[src/rtl/wb_arbiter_pkg.sv]
// Shared back-end types for the write-back arbiter: tag widths, unit indices, broadcast entry.
// The WB_BR_PRIORITY_EN macro is consumed by wb_arbiter, not by this package.
package rv32i_types;
  localparam int ARCH_REG_BITS = 5;
  localparam int PRD_BITS      = 6;
  localparam int NUM_REQ_DEF   = 5;

  localparam int UNIT_ADD = 0;
  localparam int UNIT_MUL = 1;
  localparam int UNIT_DIV = 2;
  localparam int UNIT_MEM = 3;
  localparam int UNIT_BR  = 4;

  typedef struct packed {
    logic [PRD_BITS-1:0]      prd;
    logic [ARCH_REG_BITS-1:0] ard;
    logic [31:0]              data;
  } wb_entry_t;
endpackage

[src/rtl/wb_arbiter_if.sv]
// Functional-unit result channels and the single CDB broadcast port of the write-back arbiter.
interface wb_arbiter_if #(
  parameter int PHYS_REG_BITS = 6,
  parameter int NUM_REQ       = 5
) ();
  import rv32i_types::*;

  localparam int SRC_BITS = (NUM_REQ > 1) ? $clog2(NUM_REQ) : 1;

  logic [NUM_REQ-1:0]                     req_valid;
  logic [NUM_REQ-1:0]                     req_ready;
  logic [NUM_REQ-1:0][PHYS_REG_BITS-1:0]  req_prd;
  logic [NUM_REQ-1:0][ARCH_REG_BITS-1:0]  req_ard;
  logic [NUM_REQ-1:0][31:0]               req_data;

  logic                     wb_we;
  logic [PHYS_REG_BITS-1:0] wb_prd;
  logic [ARCH_REG_BITS-1:0] wb_ard;
  logic [31:0]              wb_data;
  logic [SRC_BITS-1:0]      wb_src;

  modport master (
    output req_valid, req_prd, req_ard, req_data,
    input  req_ready, wb_we, wb_prd, wb_ard, wb_data, wb_src
  );

  modport slave (
    input  req_valid, req_prd, req_ard, req_data,
    output req_ready, wb_we, wb_prd, wb_ard, wb_data, wb_src
  );
endinterface

[src/rtl/wb_arbiter_rr_picker.sv]
// Round-robin selector: first set request strictly after ptr_i, wrapping; one-hot grant plus index.
module rr_picker #(
  parameter int N        = 5,
  parameter int IDX_BITS = 3
) (
  input  logic [N-1:0]        req_i,
  input  logic [IDX_BITS-1:0] ptr_i,
  output logic [N-1:0]        grant_o,
  output logic [IDX_BITS-1:0] idx_o,
  output logic                valid_o
);

  always_comb begin : pick
    int cand;
    grant_o = '0;
    idx_o   = '0;
    valid_o = 1'b0;
    cand    = 0;
    for (int k = 1; k <= N; k++) begin
      cand = (int'(ptr_i) + k) % N;
      if (!valid_o && req_i[cand]) begin
        valid_o       = 1'b1;
        grant_o[cand] = 1'b1;
        idx_o         = IDX_BITS'(cand);
      end
    end
  end

endmodule

[src/rtl/wb_arbiter.sv]
// Write-back arbiter: one holding slot per functional unit, round-robin onto a registered CDB.
// Optional macro WB_BR_PRIORITY_EN: an occupied br slot always wins without moving the pointer.
module wb_arbiter
  import rv32i_types::*;
#(
  parameter int PHYS_REG_BITS = PRD_BITS,
  parameter int NUM_REQ       = NUM_REQ_DEF
) (
  input logic         clk,
  input logic         rst,
  input logic         flush,
  wb_arbiter_if.slave bus
);

  localparam int SRC_BITS = (NUM_REQ > 1) ? $clog2(NUM_REQ) : 1;

  logic [NUM_REQ-1:0]  slotValidQ, slotValidD;
  wb_entry_t           slotQ [NUM_REQ];
  wb_entry_t           slotD [NUM_REQ];
  logic [SRC_BITS-1:0] ptrQ, ptrD;
  logic                wbWeQ, wbWeD;
  wb_entry_t           wbQ, wbD;
  logic [SRC_BITS-1:0] wbSrcQ, wbSrcD;

  wb_entry_t           incoming [NUM_REQ];
  wb_entry_t           cand [NUM_REQ];
  logic [NUM_REQ-1:0]  reqVec, rrGrant, grant, readyVec;
  logic [SRC_BITS-1:0] rrIdx, winIdx;
  logic                rrValid, anyGrant, brWin;

  // An empty slot lets a fresh result compete in the cycle it arrives, giving 1-cycle latency.
  always_comb begin
    for (int i = 0; i < NUM_REQ; i++) begin
      incoming[i].prd  = PRD_BITS'(bus.req_prd[i]);
      incoming[i].ard  = bus.req_ard[i];
      incoming[i].data = bus.req_data[i];
      cand[i]          = slotValidQ[i] ? slotQ[i] : incoming[i];
    end
  end

  assign reqVec = slotValidQ | bus.req_valid;

  rr_picker #(.N(NUM_REQ), .IDX_BITS(SRC_BITS)) u_picker (
    .req_i   (reqVec),
    .ptr_i   (ptrQ),
    .grant_o (rrGrant),
    .idx_o   (rrIdx),
    .valid_o (rrValid)
  );

`ifdef WB_BR_PRIORITY_EN
  assign brWin = reqVec[UNIT_BR];
`else
  assign brWin = 1'b0;
`endif

  always_comb begin
    grant    = '0;
    winIdx   = rrIdx;
    anyGrant = 1'b0;
    if (!flush) begin
      if (brWin) begin
        grant[UNIT_BR] = 1'b1;
        winIdx         = SRC_BITS'(UNIT_BR);
        anyGrant       = 1'b1;
      end else begin
        grant    = rrGrant;
        anyGrant = rrValid;
      end
    end
  end

  assign readyVec      = ~slotValidQ | grant;
  assign bus.req_ready = readyVec;

  // A bypassed result (empty slot, granted) must not also be parked, or it would broadcast twice.
  always_comb begin
    slotValidD = slotValidQ;
    slotD      = slotQ;
    ptrD       = ptrQ;
    wbWeD      = 1'b0;
    wbD        = wbQ;
    wbSrcD     = wbSrcQ;
    if (flush) begin
      slotValidD = '0;
    end else begin
      for (int i = 0; i < NUM_REQ; i++) begin
        if (grant[i]) slotValidD[i] = 1'b0;
        if (bus.req_valid[i] && readyVec[i] && !(grant[i] && !slotValidQ[i])) begin
          slotValidD[i] = 1'b1;
          slotD[i]      = incoming[i];
        end
      end
      if (anyGrant) begin
        wbD    = cand[winIdx];
        wbWeD  = (cand[winIdx].prd != '0);
        wbSrcD = winIdx;
        if (cand[winIdx].ard == '0) wbD.data = '0;
        if (!brWin) ptrD = winIdx;
      end
    end
  end

  always_ff @(posedge clk) begin
    if (rst) begin
      slotValidQ <= '0;
      ptrQ       <= SRC_BITS'(NUM_REQ - 1);
      wbWeQ      <= 1'b0;
      wbQ        <= '0;
      wbSrcQ     <= '0;
    end else begin
      slotValidQ <= slotValidD;
      ptrQ       <= ptrD;
      wbWeQ      <= wbWeD;
      wbQ        <= wbD;
      wbSrcQ     <= wbSrcD;
    end
  end

  always_ff @(posedge clk) begin
    slotQ <= slotD;
  end

  assign bus.wb_we   = wbWeQ;
  assign bus.wb_prd  = PHYS_REG_BITS'(wbQ.prd);
  assign bus.wb_ard  = wbQ.ard;
  assign bus.wb_data = wbQ.data;
  assign bus.wb_src  = wbSrcQ;

endmodule

[src/flat_wrapper.sv]
// flat-port wrapper written by rule: the top's interface ports become plain ports
module wb_arbiter_flat import rv32i_types::*;
#(
  parameter int PHYS_REG_BITS = PRD_BITS,
  parameter int NUM_REQ       = NUM_REQ_DEF
)
  (clk, rst, flush, bus_req_valid, bus_req_prd, bus_req_ard, bus_req_data, bus_req_ready, bus_wb_we, bus_wb_prd, bus_wb_ard, bus_wb_data, bus_wb_src);
  wb_arbiter_if #(.PHYS_REG_BITS(PHYS_REG_BITS), .NUM_REQ(NUM_REQ)) bus_i ();
  input logic clk;
  input logic rst;
  input logic flush;
  input wire logic [$bits(bus_i.req_valid)-1:0] bus_req_valid;
  input wire logic [$bits(bus_i.req_prd)-1:0] bus_req_prd;
  input wire logic [$bits(bus_i.req_ard)-1:0] bus_req_ard;
  input wire logic [$bits(bus_i.req_data)-1:0] bus_req_data;
  output wire logic [$bits(bus_i.req_ready)-1:0] bus_req_ready;
  output wire logic [$bits(bus_i.wb_we)-1:0] bus_wb_we;
  output wire logic [$bits(bus_i.wb_prd)-1:0] bus_wb_prd;
  output wire logic [$bits(bus_i.wb_ard)-1:0] bus_wb_ard;
  output wire logic [$bits(bus_i.wb_data)-1:0] bus_wb_data;
  output wire logic [$bits(bus_i.wb_src)-1:0] bus_wb_src;
  assign bus_i.req_valid = bus_req_valid;
  assign bus_i.req_prd = bus_req_prd;
  assign bus_i.req_ard = bus_req_ard;
  assign bus_i.req_data = bus_req_data;
  assign bus_req_ready = bus_i.req_ready;
  assign bus_wb_we = bus_i.wb_we;
  assign bus_wb_prd = bus_i.wb_prd;
  assign bus_wb_ard = bus_i.wb_ard;
  assign bus_wb_data = bus_i.wb_data;
  assign bus_wb_src = bus_i.wb_src;
  wb_arbiter #(.PHYS_REG_BITS(PHYS_REG_BITS), .NUM_REQ(NUM_REQ)) u_core (.clk(clk), .rst(rst), .flush(flush), .bus(bus_i));
endmodule
[config.mk]
export PLATFORM = sky130hd
export DESIGN_NAME = wb_arbiter_flat
export DESIGN_NICKNAME = d
export VERILOG_FILES = /design/src/rtl/wb_arbiter_pkg.sv /design/src/rtl/wb_arbiter_if.sv /design/src/rtl/wb_arbiter_rr_picker.sv /design/src/rtl/wb_arbiter.sv /design/src/flat_wrapper.sv
export SDC_FILE = /design/constraint.sdc
export NUM_CORES = 1
export LEC_CHECK = 0
export ABC_CLOCK_PERIOD_IN_PS = 12200
export BUFFER_PORTS_ARGS = -buffer_cell sky130_fd_sc_hd__buf_2
export CORE_AREA = 2 2 183 185
export DETAILED_ROUTE_END_ITERATION = 7
export DIE_AREA = 0 0 185 187
export PLACE_DENSITY = 0.71
export RECOVER_POWER = 100
export SLEW_MARGIN = 40
export SYNTH_ARGS = -nofsm -noshare
export SYNTH_HDL_FRONTEND = slang
export SYNTH_SLANG_ARGS = --single-unit
[constraint.sdc]
create_clock -name clk -period 12.2 [get_ports clk]
set_input_delay 2.44 -clock clk [delete_from_list [all_inputs] [get_ports clk]]
set_output_delay 2.44 -clock clk [all_outputs]
set_load 0.03 [all_outputs]
# ---- Word level (Yosys, flattened, before mapping)
# Index checks and enable logic that the tools add are counted.
dict set report totals {
  reg_bits 270
  input_bits 223
  output_inout_bits 52
  wordCells 171
}
dict set report classes {
  n_addsub 5
  n_div 5
  order_cmp 11
  mux 61
  n_bitwise 10
  reduce_logical 53
}
# op count
set ops {}
lappend ops {{$mux 43} 7}
lappend ops {{$ge 32x1->1 const B} 5}
lappend ops {{$lt 32x5->1 const B} 5}
lappend ops {{$mod 32x4->32 const B} 5}
lappend ops {{$bmux 43 s3} 1}
lappend ops {{$mux 32} 1}
lappend ops {{$mux 1} 31}
lappend ops {{$mux 5} 6}
lappend ops {{$or 5x5->5} 6}
lappend ops {{$logic_and 1x1->1} 24}
lappend ops {{$bmux 1 s3} 5}
lappend ops {{$demux 1 s3} 5}
lappend ops {{$mux 3} 5}
lappend ops {{$logic_not 1->1} 14}
lappend ops {{$reduce_and 2->1} 6}
lappend ops {{$reduce_bool 2->1} 5}
lappend ops {{$add 3x2->4 const B} 2}
lappend ops {{$add 3x3->4 const B} 2}
lappend ops {{$reduce_bool 6->1} 1}
lappend ops {{$logic_not 5->1} 1}
lappend ops {{$not 5->5} 1}
lappend ops {{$add 3x1->4 const B} 1}
lappend ops {{$ge 4x4->1 const B} 1}
lappend ops {{$not 3->4} 1}
lappend ops {{3 further kinds} 4}

# ---- Logic depth before layout (Yosys ltp)
# Gate-level depths: netlist of run 1.
dict set report depth {
  depth_word 24
  depth_mapped 27
  ltp_nobuf 21
}

# ---- Cells and area by module
# A second synthesis of run 1 with hierarchy kept.
dict set report hier_totals {
  hier_cells 1149
  hier_area_um2 14655.3
}
# mod instances cells_each area_each_um2 seq_area_each_um2
set modules_own_cells {}
lappend modules_own_cells {wb_arbiter 1 774 12021.5 7517.2}
lappend modules_own_cells {rr_picker 1 375 2633.8 0.0}

# ---- Least setup slack after synthesis of run 1
# No wires, ideal clock.
dict set report synth_timing {
  path_type {register -> register}
  startpoint {reg u_core.bus.wb_src[0] (netlist name)}
  endpoint {reg u_core.slotQ[172] (netlist bit), enable pin}
  arrival_ps 8919
  slack_ps 2775
  stages_incl_launch_ff 25
  path_buffers 3
  path_cell_list {dfxtp_1 -> buf_2 -> clkinv_1 -> buf_2 -> ha_1 -> buf_2 -> inv_1 -> ha_1 -> nor2_1 -> a21oi_2 -> xnor2_2 -> ha_1 -> nor2b_1 -> a21o_1 -> o21ai_1 -> mux2_2 -> nor3_2 -> o21ai_1 -> nand2b_4 -> nor4_1 -> nor2b_1 -> a22oi_1 -> a31o_2 -> xnor2_1 -> nor3b_1}
}
# item line
set synth_lines {}
lappend synth_lines {{end signal, assigned} wb_arbiter.sv:121} ;# slotQ <= slotD;
lappend synth_lines {{end, declared} wb_arbiter.sv:18} ;# wb_entry_t slotQ [NUM_REQ];

==> results of run 1 <==
flip-flops by register name (all words and copies together), names as in the netlist:
register	flops
u_core.bus.wb_data	32
u_core.slotQ	215
u_core.slotValidQ	5
u_core.bus.wb_src	3
u_core.ptrQ	1
u_core.bus.wb_we	1
u_core.bus.wb_ard	5
u_core.bus.wb_prd	6
area by class of cell:
type / count / area (sq um)
fillers: 2950 / 14300
repair buffers: 302 / 1350
well taps: 448 / 561
inverters: 27 / 101
clock buffers: 46 / 912
diodes: 6 / 15.0
multi-input cells: 1005 / 7930
flip-flops and latches: 268 / 7530
clock inverters: 11 / 121
worst max-delay path, delay by kind of cell (launching register included):
family / cells / cell delay (ns)
AO/OA/AOI/OAI: 5 / 1.38
flip-flops: 1 / 0.31
buffers and inverters: 4 / 1.70
adder cells (fa/ha/maj): 3 / 1.60
multiplexers: 1 / 0.45
XOR/XNOR: 1 / 0.23
AND/OR/NAND/NOR: 8 / 2.27
synthesized netlist by cell type, types with 5 or more instances:
cell	number	area, sq um
edfxtp_1	215	6460
mux2i_1	140	1400
mux2_2	104	1170
nand2_1	103	387
a31oi_1	66	413
o211ai_1	65	488
clkbuf_1	57	214
dfxtp_1	53	1060
nor2_1	52	195
nand2b_1	41	257
o21ai_1	39	195
ha_1	35	438
a22oi_2	30	375
o21ai_0	29	145
a21oi_1	27	135
a211oi_1	25	188
buf_2	24	120
inv_1	24	90.1
nand3_1	18	90.1
nor2b_1	16	100
xnor2_1	16	140
nor3_1	15	75.1
buf_4	10	75.1
buf_6	9	101
or3_1	9	56.3
o221ai_1	8	70.1
a211o_1	7	61.3
buf_1	7	26.3
nand4_1	7	43.8
nor4_1	7	43.8
o22ai_1	7	43.8
a21boi_0	6	45.0
nor3b_1	6	45.0
a21o_1	5	37.5
and3_1	5	31.3
o2111ai_1	5	43.8
o31ai_1	5	37.5
or2_2	5	31.3
layer usage:
metal / wire length, um / part of all wire
met1: 20600 / 0.42
met2: 23600 / 0.48
met3: 3850 / 0.078
met4: 1480 / 0.030
met5: 48 / 0.00097
final timing paths:
path | to | slack (ns) | cells past startpoint
worst min register to register | u_core.bus.wb_data[30] | 0.47 | 2
worst max register to register | u_core.bus.wb_data[9] | 1.33 | 24
worst max-delay path | bus_req_ready[2] | 1.21 | 22
worst min-delay path | u_core.bus.wb_data[30] | 0.47 | 2
placed cells by master (no fill, tap or decap), types with 26 or more instances in the layout:
| cell | Yosys | final |
|---|---|---|
| a211oi_1 | 25 | 26 |
| a21oi_1 | 27 | 27 |
| a22oi_2 | 30 | 30 |
| a31oi_1 | 66 | 65 |
| buf_2 | 24 | 83 |
| clkbuf_1 | 57 | 204 |
| clkbuf_16 | 0 | 31 |
| dfxtp_1 | 53 | 48 |
| edfxtp_1 | 215 | 215 |
| ha_1 | 35 | 35 |
| mux2_2 | 104 | 103 |
| mux2i_1 | 140 | 140 |
| nand2_1 | 103 | 103 |
| nand2b_1 | 41 | 41 |
| nor2_1 | 52 | 51 |
| o211ai_1 | 65 | 65 |
| o21ai_0 | 29 | 60 |
cells by family (layout without fill, tap and decap cells):
kind of cell | Yosys count | in the layout
AO/OA/AOI/OAI | 382 | 382
AND/OR/NAND/NOR | 317 | 317
buffers and inverters | 134 | 386
adder cells (fa/ha/maj) | 37 | 37
other | 0 | 6
flip-flops | 268 | 268
XOR/XNOR | 21 | 21
multiplexers | 248 | 248
per-stage QoR:
stage	util	hold WS, ns	setup slack (ns)	instance area, sq um
after CTS	0.572	0.461	1.63	18800
final	0.563	0.468	1.21	18500
after global routing	0.563	0.492	0.426	18500
after detailed placement	0.541	0.447	2.27	17800
after floorplan	-	0.583	2.78	16100
after global placement	0.539	0.438	2.54	17700
==> metrics, run 1 <==
core area 32,900 sq um; Hold Path Origin u_core.bus.wb_data[30]; Tmin final 10.99 ns; Via density just over 6; H-tree depth 1; grt met1 use 0.367; sequential fraction of the synthesis area 0.468; layout cells sized above 1 0.206; Root Driver clkbuf_16; cell breakdown of the critical path buf_4 > clkinv_1 > ha_1 > inv_1 > ha_1 > nor2_1 > a21oi_2 > xnor2_2 > ha_1 > nor2b_1 > a21o_1 > o21ai_0 > mux2_1 > nor3_1 > o21ai_1 > nand2b_4 > nor4_1 > nor2b_1 > nand3_1 > a31oi_1 > nand2b_1 > buf_2; worst path required time 9.76 ns; DR vias ~13k; final hold violation count 0; Routability Congestion 0.943; Rows 67; clk_lat worst skew 0.58 ns; Layout area overhead 15.2%; Min-Delay Path Class reg2reg; post-CTS sizing 0; die width 185 um; Starting Density 0.489; Most used DFF post-synth edfxtp_1; M3 GR Usage 0.0629; Worst-path clk slew approximately 0.060 ns; crit path max fanout 47; measured slew at the worst slew-check pin 3.35 ns; die area between 30,000 and 40,000 sq um; post-synthesis mux area share 0.163; Seq cells post-synth 268; Final period util 0.901; initial antenna violation count 10; hold_buf cts 0; Netlist cell types 99; Die Span Y between 150 and 200 um; RSZ-0062 raised after global routing no; grt total ovfl 0; Non-Filler Instances 2,113; Pre-antenna DRT Iters 6; setup_tns 0 ns; CP max-delay cell ha_1; clk buf depth 3; total number of yosys warnings 0; cell area after synthesis ~16,000 sq um; vias in the first global route 12.9k; status complete, but fails checks; pin count of the biggest net entering global routing 62; Post-route DRC 0; Slew HR -1.23; worst reg2reg path startpoint u_core.bus.wb_src[0]; first-pass GRT wire length 75,200 um; critical path type reg2out; Adder-Cell Fraction of Synth Area 0.0291; final WL 49,600 um; drt wl/cell 23.5 um; Worst Setup Start Kind register; placed insts approximately 2.1k; EDFF count, synth 215; Critical Path Source u_core.bus.wb_src[0]; Worst path most repeated cell ha_1; CP arrival 8.55 ns; Synth Area in Compound Gates 0.182; GRT Max-Usage Layer met2; Inserted Clock Buffers 31; CP endpoint kind output port; TritonCTS Sinks 268; met2 usage 0.467; Post-Synth XOR/XNOR Area 0.0140; GR Util All Layers 0.281; TritonCTS clock tree yes; Slew Viols, Final 245; fin nets 1,894; post-synth net total 1,666; Buffers on Ports 274; FFs w/ async S/R, synth 0; 1st-iter DRT viols 839; DRT antenna net count 0; failing checks max-capacitance violations, max-slew violations; detailed-placement wirelength estimate 34,200 um; Clock Skews between 0.01 and 0.015 ns; Avg Inst Size Synth 11.4 sq um; Max Cap Viol 6; final setup violation count 0; max incr delay on CP 0.97 ns; FMAX 91.0 MHz; main combinational cell family by area after synthesis compound AO/OA/AOI/OAI gates; Mapped Cells 1,407; io pins 275; Simple-Gate Fraction of Synth Area 0.104; post-CTS setup repair buffer count 0
Power of run 1 is left out: the tool's default activity adds up to more than one toggle a clock period on the data nets, which glitch-free logic cannot reach.
==> run 2: changes to the inputs <==
- CELL_PAD_IN_SITES_DETAIL_PLACEMENT: not set -> 2
- CELL_PAD_IN_SITES_GLOBAL_PLACEMENT: not set -> 2
- CORE_AREA: 2 2 183 185 -> 2 2 212 214
- DIE_AREA: 0 0 185 187 -> 0 0 214 216
- PLACE_DENSITY: 0.71 -> not set
- PLACE_DENSITY_LB_ADDON: not set -> 0.1
==> run 2 against run 1 <==
Compared with the run above:
- the run still ends with max-capacitance violations, max-slew violations left
- setup slack gained 0.032 ns
- utilization shrank 13 points
- hold slack lost 0.0060 ns
==> metrics, run 2 (synthesized netlist as in run 1, its figures left out) <==
post-CTS sizing 0; setup_tns 0 ns; pin count of the biggest net entering global routing 73; DRT antenna net count 0; Final period util 0.898; commonest cells after routing, fill and taps aside 225 x clkbuf_1, 215 x edfxtp_1, 140 x mux2i_1, 104 x mux2_2, 103 x nand2_1; Pre-antenna DRT Iters 5; Clock Skews approximately 0.013 ns; TritonCTS Sinks 268; final worst slack between 1 and 1.5 ns; CP endpoint kind output port; Root Driver clkbuf_16; Post-route DRC 0; hold_buf cts 0; clk buf depth 3; core area between 40,000 and 50,000 sq um; Inserted Clock Buffers 35; status complete, but fails checks; GR Util All Layers 0.260; FMAX around 90 MHz; DR vias 12.9k; first-pass GRT wire length 91,400 um; Non-Filler Instances around 2.3k; Worst path top cell family by delay buffers and inverters; detailed-placement wirelength estimate 41,700 um; layout cells sized above 1 0.197; Setup Slack @ Placement 2.69 ns; critical path type reg2out; die area 46,200 sq um; Max Cap Viol 8; CP arrival approximately 8.5 ns; max incr delay on CP roughly 1.7 ns; Tmin final around 11 ns; die width 214 um; final WL between 60,000 and 70,000 um; Worst-path clk slew 0.06 ns; final setup violation count 0; initial antenna violation count 22; crit path max fanout 46; failing checks max-capacitance violations, max-slew violations; Layout area overhead 17.3%; RSZ-0062 raised after global routing no; fillers 4,661; Slew Viols, Final 373; Worst Setup Start Kind register; clk_lat worst skew 0.54 ns; CP max-delay cell clkbuf_1; Die Span Y 216 um; drt wl/cell between 20 and 30 um; Rows just under 80; Min-Delay Path Class reg2reg; Starting Density 0.367; measured slew at the worst slew-check pin 3.58 ns; TritonCTS clock tree yes; commonest non-fill, non-tap cell in the layout clkbuf_1; Slew HR -1.39; grt total ovfl 0; fin util 0.430; io pins 275; final hold violation count 0; Worst path most repeated cell ha_1; Via density 5.68; placed insts between 2k and 2.5k; post-CTS setup repair buffer count 0; max reg flops 215; worst path required time 9.76 ns; Largest Register u_core.slotQ; 1st-iter DRT viols 764; Buffers on Ports around 270; CP bufs+invs 3; cell breakdown of the critical path clkbuf_1 > ha_1 > xnor2_4 > inv_1 > ha_1 > nor4b_1 > nor3_1 > xnor2_2 > ha_1 > nor2b_1 > nor3_1 > nor2_2 > a211oi_1 > o32a_1 > o211ai_1 > nor2_1 > and4_1 > a221oi_1 > o21ai_0 > buf_2; H-tree depth 2; vias in the first global route roughly 14k; Routability Congestion just under 0.9; fin nets about 1.9k
==> run 2: changes by cell type in the layout (fill, tap and decap cells not counted), sizes merged <==
cell / delta
buf: -16
clkinvlp: -1
bufinv: +1
diode: +7
inv: -3
clkbuf: +22
==> run 2: layout make-up <==
| type | count | area (sq um) | area share |
|---|---|---|---|
| clock buffer | 54 | 1010 | 0.0536 |
| sequential | 268 | 7530 | 0.400 |
| antenna | 13 | 32.5 | 0.00173 |
| inverter | 27 | 101 | 0.00538 |
| timing repair buffer | 300 | 1360 | 0.0722 |
| clock inverter | 8 | 115 | 0.00611 |
| multi-input combinational | 1005 | 7950 | 0.422 |
| tap | 592 | 741 | 0.0393 |
==> run 2: final timing paths <==
| kind | startpoint | to | slack (ns) | cells after the start |
|---|---|---|---|---|
| max | u_core.bus.wb_src[0] | bus_req_ready[4] | 1.24 | 20 |
| min | u_core.bus.wb_data[30] | u_core.bus.wb_data[30] | 0.46 | 2 |
| max reg2reg | u_core.bus.wb_src[0] | u_core.bus.wb_data[1] | 1.44 | 22 |
| min reg2reg | u_core.bus.wb_data[30] | u_core.bus.wb_data[30] | 0.46 | 2 |
==> run 2: through the flow <==
stage | area, sq um | hold slack, ns
detailed placement | 18000 | 0.456
global route | 18800 | 0.500
CTS | 19100 | 0.469
floorplan | 16100 | 0.583
global placement | 17900 | 0.443
finish | 18800 | 0.462
==> run 2: tightest hold or removal path, cell delays in order (launching register included) <==
cell and delay (ns):
dfxtp_1 0.33, nand2_1 0.05, nand3_1 0.06
==> run 2: per-layer routing <==
metal / share of wire / vias up / track usage
li1: - / 5920 / -
met1: 0.45 / 6560 / 0.345
met2: 0.47 / 287 / 0.416
met3: 0.059 / 84 / 0.0662
met4: 0.022 / 18 / 0.0844
met5: 0.0017 / - / 0
Power of run 2 is left out for the same reason.
